$ cat src/rtl/lll_write_arbiter_if.sv
// Bundle of requester-side and engine-side signals of the LLL write arbiter.
// master = arbiter side, slave = requesters/engine side.
interface lll_write_arbiter_if #(
  parameter int NREQ = 4,
  parameter int DW   = 32
);
  logic [NREQ-1:0]    req_valid;
  logic [3*NREQ-1:0]  req_wcnt;
  logic [DW*NREQ-1:0] req_data;
  logic [NREQ-1:0]    req_grant;
  logic [NREQ-1:0]    req_done;
  logic [NREQ-1:0]    req_err;
  logic               lll_start;
  logic [2:0]         lll_wcnt;
  logic [DW-1:0]      lll_data;
  logic               lll_done;
  logic               lll_err;
  logic               busy;
  logic               timeout_flag;

  modport master (
    input  req_valid, req_wcnt, req_data, lll_done, lll_err,
    output req_grant, req_done, req_err, lll_start, lll_wcnt, lll_data,
           busy, timeout_flag
  );

  modport slave (
    output req_valid, req_wcnt, req_data, lll_done, lll_err,
    input  req_grant, req_done, req_err, lll_start, lll_wcnt, lll_data,
           busy, timeout_flag
  );
endinterface

$ cat src/rtl/lll_write_arbiter.sv
// Round-robin arbiter sharing one LLL write engine between NREQ requesters.
// Optional WAIT watchdog enabled by defining LLL_ARB_TIMEOUT_EN.
module lll_write_arbiter #(
  parameter int NREQ    = 4,
  parameter int DW      = 32,
  parameter int TIMEOUT = 255
) (
  input logic               clk,
  input logic               reset,
  lll_write_arbiter_if.master bus
);
  localparam int IW = $clog2(NREQ);

  typedef enum logic [2:0] {
    S_IDLE,
    S_START,
    S_WAIT,
    S_RESP,
    S_REJECT
  } state_t;

  state_t          state, state_nx;
  logic [IW-1:0]   winner, last_grant, pick;
  logic            found;
  logic [2:0]      pick_wcnt;
  logic            pick_ok;
  logic [2:0]      wcnt_q;
  logic [DW-1:0]   data_q;
  logic            err_q;
  logic            timeout_hit;
  logic [NREQ-1:0] winner_oh;

  // Round-robin search starting just after the last served requester.
  // NOTE: every always_comb output gets a default first, so no path infers a latch.
  always_comb begin
    found = 1'b0;
    pick  = '0;
    for (int i = 1; i <= NREQ; i++) begin
      if (!found && bus.req_valid[(int'(last_grant) + i) % NREQ]) begin
        found = 1'b1;
        pick  = IW'((int'(last_grant) + i) % NREQ);
      end
    end
    pick_wcnt = bus.req_wcnt[int'(pick)*3 +: 3];
    pick_ok   = pick_wcnt inside {[3'd1:3'd4]};
  end

`ifdef LLL_ARB_TIMEOUT_EN
  localparam int CW = $clog2(TIMEOUT + 1);
  logic [CW-1:0] wait_cnt;
  logic          tflag;

  assign timeout_hit = (state == S_WAIT) && (wait_cnt == CW'(TIMEOUT - 1));

  // Counter sits at zero outside WAIT, so it is cleared on every WAIT entry.
  always_ff @(posedge clk or posedge reset) begin
    if (reset) begin
      wait_cnt <= '0;
      tflag    <= 1'b0;
    end else begin
      if (state != S_WAIT) wait_cnt <= '0;
      else                 wait_cnt <= wait_cnt + 1'b1;
      if (timeout_hit && !bus.lll_done) tflag <= 1'b1;
    end
  end

  assign bus.timeout_flag = tflag;
`else
  assign timeout_hit      = 1'b0;
  assign bus.timeout_flag = 1'b0;
`endif

  // NOTE: sequential state uses non-blocking assignments so all flops update together.
  always_ff @(posedge clk or posedge reset) begin
    if (reset) state <= S_IDLE;
    else       state <= state_nx;
  end

  always_comb begin
    state_nx = state;
    case (state)
      S_IDLE:   if (found) state_nx = pick_ok ? S_START : S_REJECT;
      S_START:  state_nx = S_WAIT;
      // lll_done is only looked at here, which ignores it in every other state.
      S_WAIT:   if (bus.lll_done || timeout_hit) state_nx = S_RESP;
      S_RESP:   state_nx = S_IDLE;
      S_REJECT: state_nx = S_IDLE;
      default:  state_nx = S_IDLE;
    endcase
  end

  always_ff @(posedge clk or posedge reset) begin
    if (reset) begin
      winner     <= '0;
      last_grant <= IW'(NREQ - 1);
      wcnt_q     <= '0;
      data_q     <= '0;
      err_q      <= 1'b0;
    end else begin
      case (state)
        S_IDLE: begin
          if (found) begin
            winner <= pick;
            wcnt_q <= pick_wcnt;
            data_q <= bus.req_data[int'(pick)*DW +: DW];
            err_q  <= 1'b0;
          end
        end
        S_WAIT: begin
          if (bus.lll_done)     err_q <= bus.lll_err;
          else if (timeout_hit) err_q <= 1'b1;
        end
        S_RESP, S_REJECT: last_grant <= winner;
        default: ;
      endcase
    end
  end

  always_comb begin
    winner_oh         = '0;
    winner_oh[winner] = 1'b1;
  end

  assign bus.req_grant = (state != S_IDLE) ? winner_oh : '0;
  assign bus.req_done  = (state == S_RESP || state == S_REJECT) ? winner_oh : '0;
  assign bus.req_err   = (state == S_REJECT || (state == S_RESP && err_q)) ? winner_oh : '0;
  assign bus.lll_start = (state == S_START);
  assign bus.lll_wcnt  = wcnt_q;
  assign bus.lll_data  = data_q;
  assign bus.busy      = (state != S_IDLE);
endmodule
$ cat src/flat_wrapper.sv
// flat-port wrapper written by rule: the top's interface ports become plain ports
module lll_write_arbiter_flat 
#(
  parameter int NREQ    = 4,
  parameter int DW      = 32,
  parameter int TIMEOUT = 255
)
  (clk, reset, bus_req_valid, bus_req_wcnt, bus_req_data, bus_lll_done, bus_lll_err, bus_req_grant, bus_req_done, bus_req_err, bus_lll_start, bus_lll_wcnt, bus_lll_data, bus_busy, bus_timeout_flag);
  lll_write_arbiter_if #(.NREQ(NREQ), .DW(DW)) bus_i ();
  input logic clk;
  input logic reset;
  input wire logic [$bits(bus_i.req_valid)-1:0] bus_req_valid;
  input wire logic [$bits(bus_i.req_wcnt)-1:0] bus_req_wcnt;
  input wire logic [$bits(bus_i.req_data)-1:0] bus_req_data;
  input wire logic [$bits(bus_i.lll_done)-1:0] bus_lll_done;
  input wire logic [$bits(bus_i.lll_err)-1:0] bus_lll_err;
  output wire logic [$bits(bus_i.req_grant)-1:0] bus_req_grant;
  output wire logic [$bits(bus_i.req_done)-1:0] bus_req_done;
  output wire logic [$bits(bus_i.req_err)-1:0] bus_req_err;
  output wire logic [$bits(bus_i.lll_start)-1:0] bus_lll_start;
  output wire logic [$bits(bus_i.lll_wcnt)-1:0] bus_lll_wcnt;
  output wire logic [$bits(bus_i.lll_data)-1:0] bus_lll_data;
  output wire logic [$bits(bus_i.busy)-1:0] bus_busy;
  output wire logic [$bits(bus_i.timeout_flag)-1:0] bus_timeout_flag;
  assign bus_i.req_valid = bus_req_valid;
  assign bus_i.req_wcnt = bus_req_wcnt;
  assign bus_i.req_data = bus_req_data;
  assign bus_i.lll_done = bus_lll_done;
  assign bus_i.lll_err = bus_lll_err;
  assign bus_req_grant = bus_i.req_grant;
  assign bus_req_done = bus_i.req_done;
  assign bus_req_err = bus_i.req_err;
  assign bus_lll_start = bus_i.lll_start;
  assign bus_lll_wcnt = bus_i.lll_wcnt;
  assign bus_lll_data = bus_i.lll_data;
  assign bus_busy = bus_i.busy;
  assign bus_timeout_flag = bus_i.timeout_flag;
  lll_write_arbiter #(.NREQ(NREQ), .DW(DW), .TIMEOUT(TIMEOUT)) u_core (.clk(clk), .reset(reset), .bus(bus_i));
endmodule
$ cat config.mk
export PLATFORM = sky130hd
export DESIGN_NAME = lll_write_arbiter_flat
export DESIGN_NICKNAME = d
export VERILOG_FILES = /design/src/rtl/lll_write_arbiter_if.sv /design/src/rtl/lll_write_arbiter.sv /design/src/flat_wrapper.sv
export SDC_FILE = /design/constraint.sdc
export NUM_CORES = 1
export LEC_CHECK = 0
export CAP_MARGIN = 40
export CELL_PAD_IN_SITES_DETAIL_PLACEMENT = 1
export CELL_PAD_IN_SITES_GLOBAL_PLACEMENT = 1
export CORE_ASPECT_RATIO = 2
export CORE_MARGIN = 10
export CORE_UTILIZATION = 25
export DETAILED_ROUTE_END_ITERATION = 8
export PLACE_DENSITY_LB_ADDON = 0.3
export SYNTH_ARGS = -nofsm -noshare
export SYNTH_HDL_FRONTEND = slang
export SYNTH_SLANG_ARGS = --single-unit
$ cat constraint.sdc
create_clock -name clk -period 2.6 [get_ports clk]
set_input_delay 0.78 -clock clk [delete_from_list [all_inputs] [get_ports clk]]
set_output_delay 0.78 -clock clk [all_outputs]
set_load 0.05 [all_outputs]
After elaboration in Yosys (flattened, before gate mapping)
Cells that the tools add are included.
{ "classes": {"n_reduce_logical": 22, "n_eq_ne": 6, "multipliers": 1, "mux": 32, "n_shift": 2, "bitwise": 4, "add_sub_neg": 4, "magnitude_cmp": 8} }
{ "op_table": {"columns": ["operator", "n"], "rows": [
  ["indexed part select 128 x 8 -> 32 bit", 1],
  ["indexed part select 12 x 32 -> 3 bit", 1],
  ["< comparator 3 x 4 -> 1 bit, second input constant", 4],
  ["two-way mux 1 bit", 15],
  ["two-way mux 4 bit", 3],
  ["OR reduction 2 bit", 5],
  ["two-way mux 3 bit", 3],
  ["one-hot mux 3 bit (3 select lines)", 1],
  ["binary-select mux 1 bit (select 2 bit)", 4],
  ["two-way mux 2 bit", 4],
  ["equality test 3 x 2 -> 1 bit, second input constant", 2],
  ["logical AND 1 bit", 6],
  ["adder 2 x 1 -> 2 bit, second input constant", 2],
  ["adder 2 bit, second input constant", 2],
  ["bitwise AND 1 bit, first input constant", 4],
  ["multiplier 2 x 2 -> 4 bit, second input constant", 1],
  ["AND reduction 2 bit", 2],
  ["equality test 3 x 1 -> 1 bit, second input constant", 1],
  ["equality test 3 bit, second input constant", 1],
  [">= comparator 3 x 1 -> 1 bit, second input constant", 1],
  ["<= comparator 3 bit, second input constant", 1],
  ["zero test 1 bit", 3],
  ["zero test 3 bit", 1],
  ["< comparator 2 x 3 -> 1 bit, second input constant", 1],
  ["9 further kinds", 10]
]} }
{ "word_totals": {"output_inout_bits": 50, "elab_cells": 85, "register_bits": 43} }

Longest topological paths before layout
Gate-level depths: netlist of the first run.
{ "depth": {"word_depth": 23, "depth_mapped": 8, "mapped_depth_nobuf": 6} }

Least setup slack after synthesis of the first run
Ideal clock, no wire load.
{ "synth_timing": {"kind": "flip-flop to output port", "start": "reg u_core.state[2]", "end": "out bus_req_done[0]", "arrival_time_ps": 1806, "setup_slack_ps": 14, "path_stages_with_launch": 4, "n_path_buf": 0, "required_ps": 1820, "cell_sequence": "dfrtp_1 and3b_1 a21oi_1 nor3_1"} }
{ "synth_between": {"elab_chain_len": 3} }
{ "synth_rtl": {"columns": ["element", "line_no", "text"], "rows": [
  ["from (decl)", "lll_write_arbiter.sv:22", "state_t state, state_nx;"],
  ["from (signal assigned)", "lll_write_arbiter.sv:76", "else state <= state_nx;"],
  ["equality test 3 x 2 -> 1 bit / equality test 3 bit (equally long branches)", "lll_write_arbiter.sv:125", "assign bus.req_done = (state == S_RESP || state == S_REJECT) ? winner_oh : '0;"],
  ["logical OR 1 bit *", "lll_write_arbiter.sv:125", null],
  ["two-way mux 4 bit *", "lll_write_arbiter.sv:125", null],
  ["to (decl)", "flat_wrapper.sv:18", "output wire logic [$bits(bus_i.req_done)-1:0] bus_req_done;"]
]} }
Mark *: on every way between the ends. The rest lies on a longest branch, timed or not.

Final worst setup path of the first run
{ "layout_timing": {"start": "in bus_req_valid[1]", "end": "reg u_core.state[0]"} }
{ "layout_between": {"elab_chain_len": 20} }
{ "layout_rtl": {"columns": ["element", "line_no", "text"], "rows": [
  ["from (decl)", "flat_wrapper.sv:12", "input wire logic [$bits(bus_i.req_valid)-1:0] bus_req_valid;"],
  ["binary-select mux 1 bit (select 2 bit)", "lll_write_arbiter.sv:39", "if (!found && bus.req_valid[(int'(last_grant) + i) % NREQ]) begin"],
  ["two-way mux 1 bit (implied by the code) (2 in series)", "lll_write_arbiter.sv:39", null],
  ["two-way mux 1 bit", "lll_write_arbiter.sv:39", null],
  ["zero test 1 bit", "lll_write_arbiter.sv:39", null],
  ["logical AND 1 bit", "lll_write_arbiter.sv:39", null],
  ["two-way mux 1 bit", "lll_write_arbiter.sv:39", null],
  ["zero test 1 bit", "lll_write_arbiter.sv:39", null],
  ["logical AND 1 bit", "lll_write_arbiter.sv:39", null],
  ["[... 2 more ...]", null, null],
  ["logical AND 1 bit", "lll_write_arbiter.sv:39", null],
  ["two-way mux 2 bit", "lll_write_arbiter.sv:39", null],
  ["multiplier 2 x 2 -> 4 bit", "lll_write_arbiter.sv:44", "pick_wcnt = bus.req_wcnt[int'(pick)*3 +: 3];"],
  ["indexed part select 12 x 32 -> 3 bit", "lll_write_arbiter.sv:44", null],
  [">= comparator 3 x 1 -> 1 bit / <= comparator 3 bit (equally long branches)", "lll_write_arbiter.sv:45", "pick_ok = pick_wcnt inside {[3'd1:3'd4]};"],
  ["logical AND 1 bit", "lll_write_arbiter.sv:45", null],
  ["two-way mux 3 bit (2 in series)", "lll_write_arbiter.sv:82", "S_IDLE: if (found) state_nx = pick_ok ? S_START : S_REJECT;"],
  ["one-hot mux 3 bit (3 select lines)", "lll_write_arbiter.sv:81", "case (state)"]
]} }
Parallel ways exist; a longest one is shown, timed or not. The select of a mux whose other input is x is not followed.
A chain may end at the register's enable or synchronous reset.

==> results of run 1 <==
[worst max path at each step]
stage,cells after the start,from,slack [ps],to
floorplan,3,u_core.state[2],10,bus_req_done[0]
global placement,7,bus_req_valid[0],-350,u_core.state[0]
detailed placement,7,bus_req_valid[0],-400,u_core.state[0]
CTS,7,bus_req_valid[2],80,u_core.state[0]
global route,3,u_core.state[0],3,bus_busy
finish,7,bus_req_valid[1],130,u_core.state[0]
[cells in the final DEF (no fill, tap or decap), types with 2 or more instances in the layout]
cell type and count:
clkdlybuf4s50_1 178, mux2i_1 65, nand2_1 50, dfrtp_1 41
mux2_2 34, o21ai_0 26, buf_4 23, o21ai_1 14
nor2_1 13, buf_12 7, clkbuf_16 5, nor3_1 4
a21oi_1 4, inv_1 3, dlygate4sd2_1 3, nor2_4 2
nor2b_1 2, o21a_1 2, nand3_1 2, a32oi_1 2
a22oi_1 2, nand2b_1 2, dfstp_2 2
[cell families after synthesis]
family | Yosys count | share of synthesized area
AND/OR/NAND/NOR | 82 | 0.118
other | 1 | 0.00127
XOR/XNOR | 1 | 0.00297
buffers and inverters | 23 | 0.0394
flip-flops | 43 | 0.365
multiplexers | 100 | 0.358
AO/OA/AOI/OAI | 58 | 0.115
[where the power goes]
group / total (uW) / leakage, uW / switching, uW / internal, uW
combinational: 4170 / 0.00171 / 2490 / 1680
sequential: 1260 / 0.000526 / 236 / 1020
clock: 734 / 0.0000868 / 256 / 478
[timing repair]
action,CTS,global route
pin swaps,1,0
gates resized for setup,6,2
setup endpoints to repair,1,1
[state kept, by name, summed over array words and instances (netlist names)]
register,flops
u_core.bus.lll_wcnt,3
u_core.winner,2
u_core.err_q,1
u_core.last_grant,2
u_core.bus.lll_data,32
u_core.state,3
[metrics by stage]
step,hold WS [ps],setup TNS [ps],utilization,setup slack (ps)
2_1_floorplan,493,0,-,13.9
3_3_place_gp,454,-6000,0.446,-354
3_5_place_dp,460,-7460,0.446,-402
4_1_cts,474,0,0.462,77.4
5_1_grt,496,0,0.462,2.95
6_report,473,0,0.462,129
[critical path, delay by kind of cell]
kind | cells | cell delay [ps]
mux | 2 | 710
simple gates | 2 | 490
buf+inv | 1 | 310
compound gates | 2 | 350
[layout make-up]
type,instances,area (um^2),share of cell area
Clock buffer,6,139,0.0258
Clock inverter,2,35.0,0.00651
Inverter,4,15.0,0.00279
Multi-Input combinational cell,242,1800,0.334
Sequential cell,43,1080,0.201
Tap cell,145,181,0.0337
Timing Repair Buffer,212,2130,0.397
[layer usage]
layer  up-vias  routed length [um]  track usage  part of all wire
li1       1492                   -            -                 -
met1      1421                3710        0.110              0.30
met2       101                7920        0.306              0.63
met3        16                 610       0.0371             0.049
met4         0                 301       0.0550             0.024
met5         -                   0            0                 0
==> summary.md, run 1 <==
| Metric | Value |
|---|---|
| Tot GR Track Use | `0.142` |
| Largest cells by area after synthesis | `dfrtp_1, mux2i_1, mux2_2` |
| Initial antenna violation count | `0` |
| Die width | `between 90 and 100 um` |
| Internal reg-to-reg setup slack | `about 270 ps` |
| Synth area leader | `dfrtp_1` |
| CTS tree | `built` |
| Worst Hold Depth | `2` |
| Worst Setup Path Type | `primary input to flip-flop` |
| DIE HEIGHT | `174 um` |
| MaxCap Viol Count | `0` |
| Die ar. | `between 15,000 and 20,000 um^2` |
| Peak supply drop | `0.000669 V` |
| Cell Area, Synth | `roughly 3000 um^2` |
| Post-route minimum period | `~2500 ps` |
| Hold EP | `u_core.bus.lll_wcnt[0]` |
| Final Hold Viols | `0` |
| Clock Pin Slew Worst Setup and Hold Paths | `roughly 60 ps` |
| Iter 0 DRT Violations | `between 50 and 60` |
| Area of the core | `between 10,000 and 15,000 um^2` |
| Fmax | `roughly 0.4 GHz` |
| Slew Limit Fails | `0` |
| Rel. slew slack | `0.583` |
| RSZ-0062 raised after global routing | `false` |
| Gr ovfl total | `0` |
| Reg-to-reg critical path startpoint | `u_core.last_grant[1]` |
| Status | `finished, final reports clean` |
| PwrDens | `between 1000 and 1500 nW/um^2` |
| Share of cells above drive strength 1 | `0.169` |
| Largest net degree at the start of global routing | `39` |
| DRC violation count after routing | `0` |
| Top_reg_cell synth | `dfrtp_1` |
| Vias in the first global route | `3,455` |
| Initial cell density of the core | `0.254` |
| EDFF count, synth | `0` |
| I/O Buffers | `between 150 and 200` |
| Worst path slowest cell | `mux4_2` |
| ANT cells | `0` |
| H-tree depth | `2` |
| Peak fanout along the critical path | `5` |
| Syn_area_per_cell | `around 9.6 um^2` |
| I/O pin cnt | `about 200` |
| Synth Register Bits | `43` |
| Post-DP Area | `5180 um^2` |
| Dpl cells | `646` |
| Setup crit start kind | `primary input` |
| WL final | `between 10,000 and 15,000 um` |
| Syn Inst Count | `approximately 310` |
| FILL cells | `roughly 1,400` |
| Hold path start | `u_core.bus.lll_wcnt[0]` |
| Via Count | `between 3,000 and 4,000` |
| Post-CTS Setup Inserts | `0` |
| Crit. End Element | `flip-flop` |
| Clk sink count | `between 40 and 50` |
| Final HPWL DP | `10,800 um` |
| Max Root-Sink Buffers | `2` |
| Final Cycle Share | `0.950` |
| CP Data Required Time | `about 2800 ps` |
| Hold bufs inserted after CTS | `0` |
| Synth cell types | `34` |
| Final net count | `between 600 and 700` |
| Reg-to-reg endpoint | `u_core.state[0]` |
| Mapped Nets | `approximately 460` |
| Top-area cell type share of the netlist area | `0.348` |
| Wire per inst | `19.2 um` |
| First drt pass iteration count | `4` |
| Sequential-to-total area share from yosys stat | `0.365` |
| Worst slew pin tran | `623 ps` |
| Total Power | `between 6000 and 7000 uW` |
| Synth top cells by count | `mux2i_1, nand2_1, dfrtp_1` |
| Num CTS Buffers | `5` |
| GP Congestion | `0.851` |
| WP data arrival | `2650 ps` |
| Reg2reg path depth | `6` |
| Most frequent cell after synthesis | `mux2i_1` |
| Synthesis Warnings | `0` |
| First-pass GRT wire length | `around 19,000 um` |
| Row cnt | `56` |
| Vias per inst | `around 4.6` |
| CTS root buffer | `clkbuf_16` |
| Leak | `roughly 0.0023 uW` |
| Post-route cell area | `between 5000 and 6000 um^2` |
| Async SR Flop Fraction | `1.00` |
| Cell Count, Final, Fillers Out | `roughly 650` |
| Clk_lat worst skew | `290 ps` |
| Worst clock skew | `around 7.6 ps` |
| Critical path, cell by cell | `dlygate4sd2_1, mux2i_1, o22ai_2, nor2_4, mux4_2, or3_1, a31o_1` |
| Worst hold path type | `flip-flop to flip-flop` |
| CP peak stage delay | `around 520 ps` |
| Area growth from synthesis to layout | `82.2%` |
| Final setup viols | `0` |
| Post-route ant nets | `0` |
Note: power is estimated with default switching activity, not from simulation.
==> run 2, diff against run 1 <==
--- a/config.mk
+++ b/config.mk
@@ -11,6 +11,7 @@
 export CORE_ASPECT_RATIO = 2
 export CORE_MARGIN = 10
 export CORE_UTILIZATION = 25
+export CTS_CLUSTER_DIAMETER = 60
 export DETAILED_ROUTE_END_ITERATION = 8
 export PLACE_DENSITY_LB_ADDON = 0.3
 export SYNTH_ARGS = -nofsm -noshare
==> results of run 2 <==
Same layout as run 1: the final DEF is identical, and so are final timing and power.
==> run 3, diff against run 2 <==
--- a/config.mk
+++ b/config.mk
@@ -10,10 +10,12 @@
 export CELL_PAD_IN_SITES_GLOBAL_PLACEMENT = 1
 export CORE_ASPECT_RATIO = 2
 export CORE_MARGIN = 10
-export CORE_UTILIZATION = 25
+export CORE_UTILIZATION = 23
+export CTS_BUF_LIST = sky130_fd_sc_hd__clkbuf_8
 export CTS_CLUSTER_DIAMETER = 60
 export DETAILED_ROUTE_END_ITERATION = 8
 export PLACE_DENSITY_LB_ADDON = 0.3
+export REMOVE_ABC_BUFFERS = 1
 export SYNTH_ARGS = -nofsm -noshare
 export SYNTH_HDL_FRONTEND = slang
 export SYNTH_SLANG_ARGS = --single-unit
==> constraint.sdc (replaced) <==
create_clock -name clk -period 2.1 [get_ports clk]
set_input_delay 0.63 -clock clk [delete_from_list [all_inputs] [get_ports clk]]
set_output_delay 0.63 -clock clk [all_outputs]
set_load 0.05 [all_outputs]
==> run 3 against run 2 <==
Against the previous run: the flow now finishes with violations (negative setup slack); critical path type unchanged; critical endpoint unchanged; combinational power grew 45%; worst setup slack lost 320 ps; largest power group unchanged; highest routed layer unchanged; hold slack gained 15 ps; clock-buffer cell count is the same; global-route usage grew 0.11 points.
==> summary.md, run 3 (same netlist as run 1, synthesis figures left out) <==
| Metric | Value |
|---|---|
| Status | `finished with violations` |
| Failing checks | `negative setup slack` |
| Die ar. | `between 15,000 and 20,000 um^2` |
| Reg-to-reg endpoint | `u_core.state[0]` |
| Crit. End Element | `flip-flop` |
| Commonest non-fill, non-tap cell in the layout | `clkdlybuf4s50_1` |
| Fmax | `about 0.44 GHz` |
| GP Congestion | `around 0.8` |
| Largest net degree at the start of global routing | `between 40 and 50` |
| Peak fanout along the critical path | `5` |
| Tot GR Track Use | `0.143` |
| First-pass GRT wire length | `about 20,000 um` |
| Worst Hold Depth | `2` |
| Iter 0 DRT Violations | `27` |
| First drt pass iteration count | `4` |
| Hold path start | `u_core.bus.lll_data[3]` |
| Final Cycle Share | `1.09` |
| H-tree depth | `2` |
| I/O pin cnt | `a little under 200` |
| Peak supply drop | `0.00112 V` |
| WP data arrival | `about 2500 ps` |
| WL final | `~14,000 um` |
| Worst clock skew | `just over 6 ps` |
| Initial cell density of the core | `0.235` |
| Final HPWL DP | `11,300 um` |
| Slew Limit Fails | `0` |
| Share of cells above drive strength 1 | `0.343` |
| Post-route cell area | `between 5000 and 6000 um^2` |
| Post-route ant nets | `0` |
| Final setup viols | `13` |
| DIE HEIGHT | `180 um` |
| Gr ovfl total | `0` |
| Wire per inst | `between 20 and 25 um` |
| Hold EP | `u_core.bus.lll_data[3]` |
| Area growth from synthesis to layout | `97.8%` |
| I/O Buffers | `~200` |
| Clk_lat worst skew | `300 ps` |
| Final setup TNS | `-489 ps` |
| Total Power | `about 8300 uW` |
| Final Hold Viols | `0` |
| CP Data Required Time | `between 2000 and 2500 ps` |
| CTS root buffer | `clkbuf_8` |
| Post-DP Area | `roughly 5000 um^2` |
| Num CTS Buffers | `5` |
| ANT cells | `0` |
| Via Count | `between 3,000 and 4,000` |
| Hold bufs inserted after CTS | `0` |
| Worst Setup Path Type | `primary input to flip-flop` |
| RSZ-0062 raised after global routing | `true` |
| Setup crit start kind | `primary input` |
| Initial antenna violation count | `0` |
| Clock Pin Slew Worst Setup and Hold Paths | `~90 ps` |
| Post-route minimum period | `between 2000 and 2500 ps` |
| DRC violation count after routing | `0` |
| Vias in the first global route | `roughly 3,500` |
| Die width | `approximately 100 um` |
| Most frequent cells in the layout | `clkdlybuf4s50_1, mux2i_1, buf_4, nand2_1, dfrtp_1` |
| Internal reg-to-reg setup slack | `-190 ps` |
| Clk sink count | `43` |
| Final net count | `~680` |
| Vias per inst | `4.71` |
| Fin worst setup slack | `-193 ps` |
| MaxCap Viol Count | `0` |
| Row cnt | `58` |
| Reg2reg path depth | `6` |
| Reg-to-reg critical path startpoint | `u_core.last_grant[1]` |
| Max reg flops | `32` |
| Leak | `0.00257 uW` |
| PwrDens | `between 1000 and 1500 nW/um^2` |
| Area of the core | `about 13,000 um^2` |
| Critical path origin | `bus_req_valid[3]` |
| CTS tree | `built` |
| Max Root-Sink Buffers | `2` |
| Worst hold path type | `flip-flop to flip-flop` |
-- run 3: changes by cell type in the layout (fill, tap and decap cells not counted), moves of 5 or more --
| cell | change |
|---|---|
| buf_4 | +29 |
| buf_6 | +8 |
| buf_8 | +11 |
| clkbuf_8 | +5 |
| clkdlybuf4s50_1 | -35 |
| dfrtp_1 | -5 |
| dfrtp_2 | +5 |
| mux2_2 | -15 |
| mux2_4 | +15 |
| nor2_1 | -10 |
| nor2_4 | +8 |
| o21ai_0 | -10 |
| o21ai_2 | +7 |
-- run 3: metrics by stage --
step,std cells,worst slack (ps),hold slack (ps),util
floorplan,289,-4190,493,-
global placement,652,-790,462,0.409
detailed placement,652,-893,475,0.409
CTS,664,-181,497,0.427
global route,678,-250,518,0.465
finish,678,-193,488,0.465
-- run 3: critical path, cell delays in order --
cell	delay, ps
dlygate4sd2_1	280
mux2i_1	170
o22ai_2	130
nor2_4	140
mux4_2	560
or3_4	390
a31o_1	170
-- run 3: cell type report --
class / instances / area [um^2]
clock inverters: 2 / 38.8
inverters: 4 / 17.5
multi-input cells: 242 / 2050
flip-flops and latches: 43 / 1080
clock buffers: 6 / 82.6
well taps: 150 / 188
repair buffers: 231 / 2370
fillers: 1420 / 6720
-- run 3: worst max-delay path by stage --
stage                                   end  slack (ps)  cells after the start
finish                      u_core.state[0]        -190                      7
CTS                         u_core.state[0]        -180                      6
floorplan                   u_core.state[0]       -4190                      6
global route                u_core.state[0]        -250                      6
global placement            u_core.state[0]        -790                      8
detailed placement  u_core.bus.lll_data[31]        -890                      8
-- run 3: timing repair --
item / 4_1_cts / 5_1_grt
buffers inserted: 5 / 12
gates resized for setup: 21 / 102
endpoints found under the hold margin: 0 / 0
cloned: 0 / 3
endpoints found under the setup margin: 45 / 49
pin swaps: 7 / 13
-- run 3: report_power, final --
part           leakage, uW  switching (uW)  internal, uW
clock network    0.0000618             315           392
logic              0.00199            3460          2580
registers         0.000520             314          1270
total              0.00257            4090          4240
-- run 3: metal layers --
| layer | wire (um) | part of all wire | global-route usage | up-vias |
|---|---|---|---|---|
| li1 | - | - | - | 1535 |
| met1 | 4130 | 0.29 | 0.113 | 1560 |
| met2 | 9290 | 0.65 | 0.315 | 89 |
| met3 | 539 | 0.038 | 0.0273 | 12 |
| met4 | 270 | 0.019 | 0.0420 | 0 |
| met5 | 0 | 0 | 0 | - |
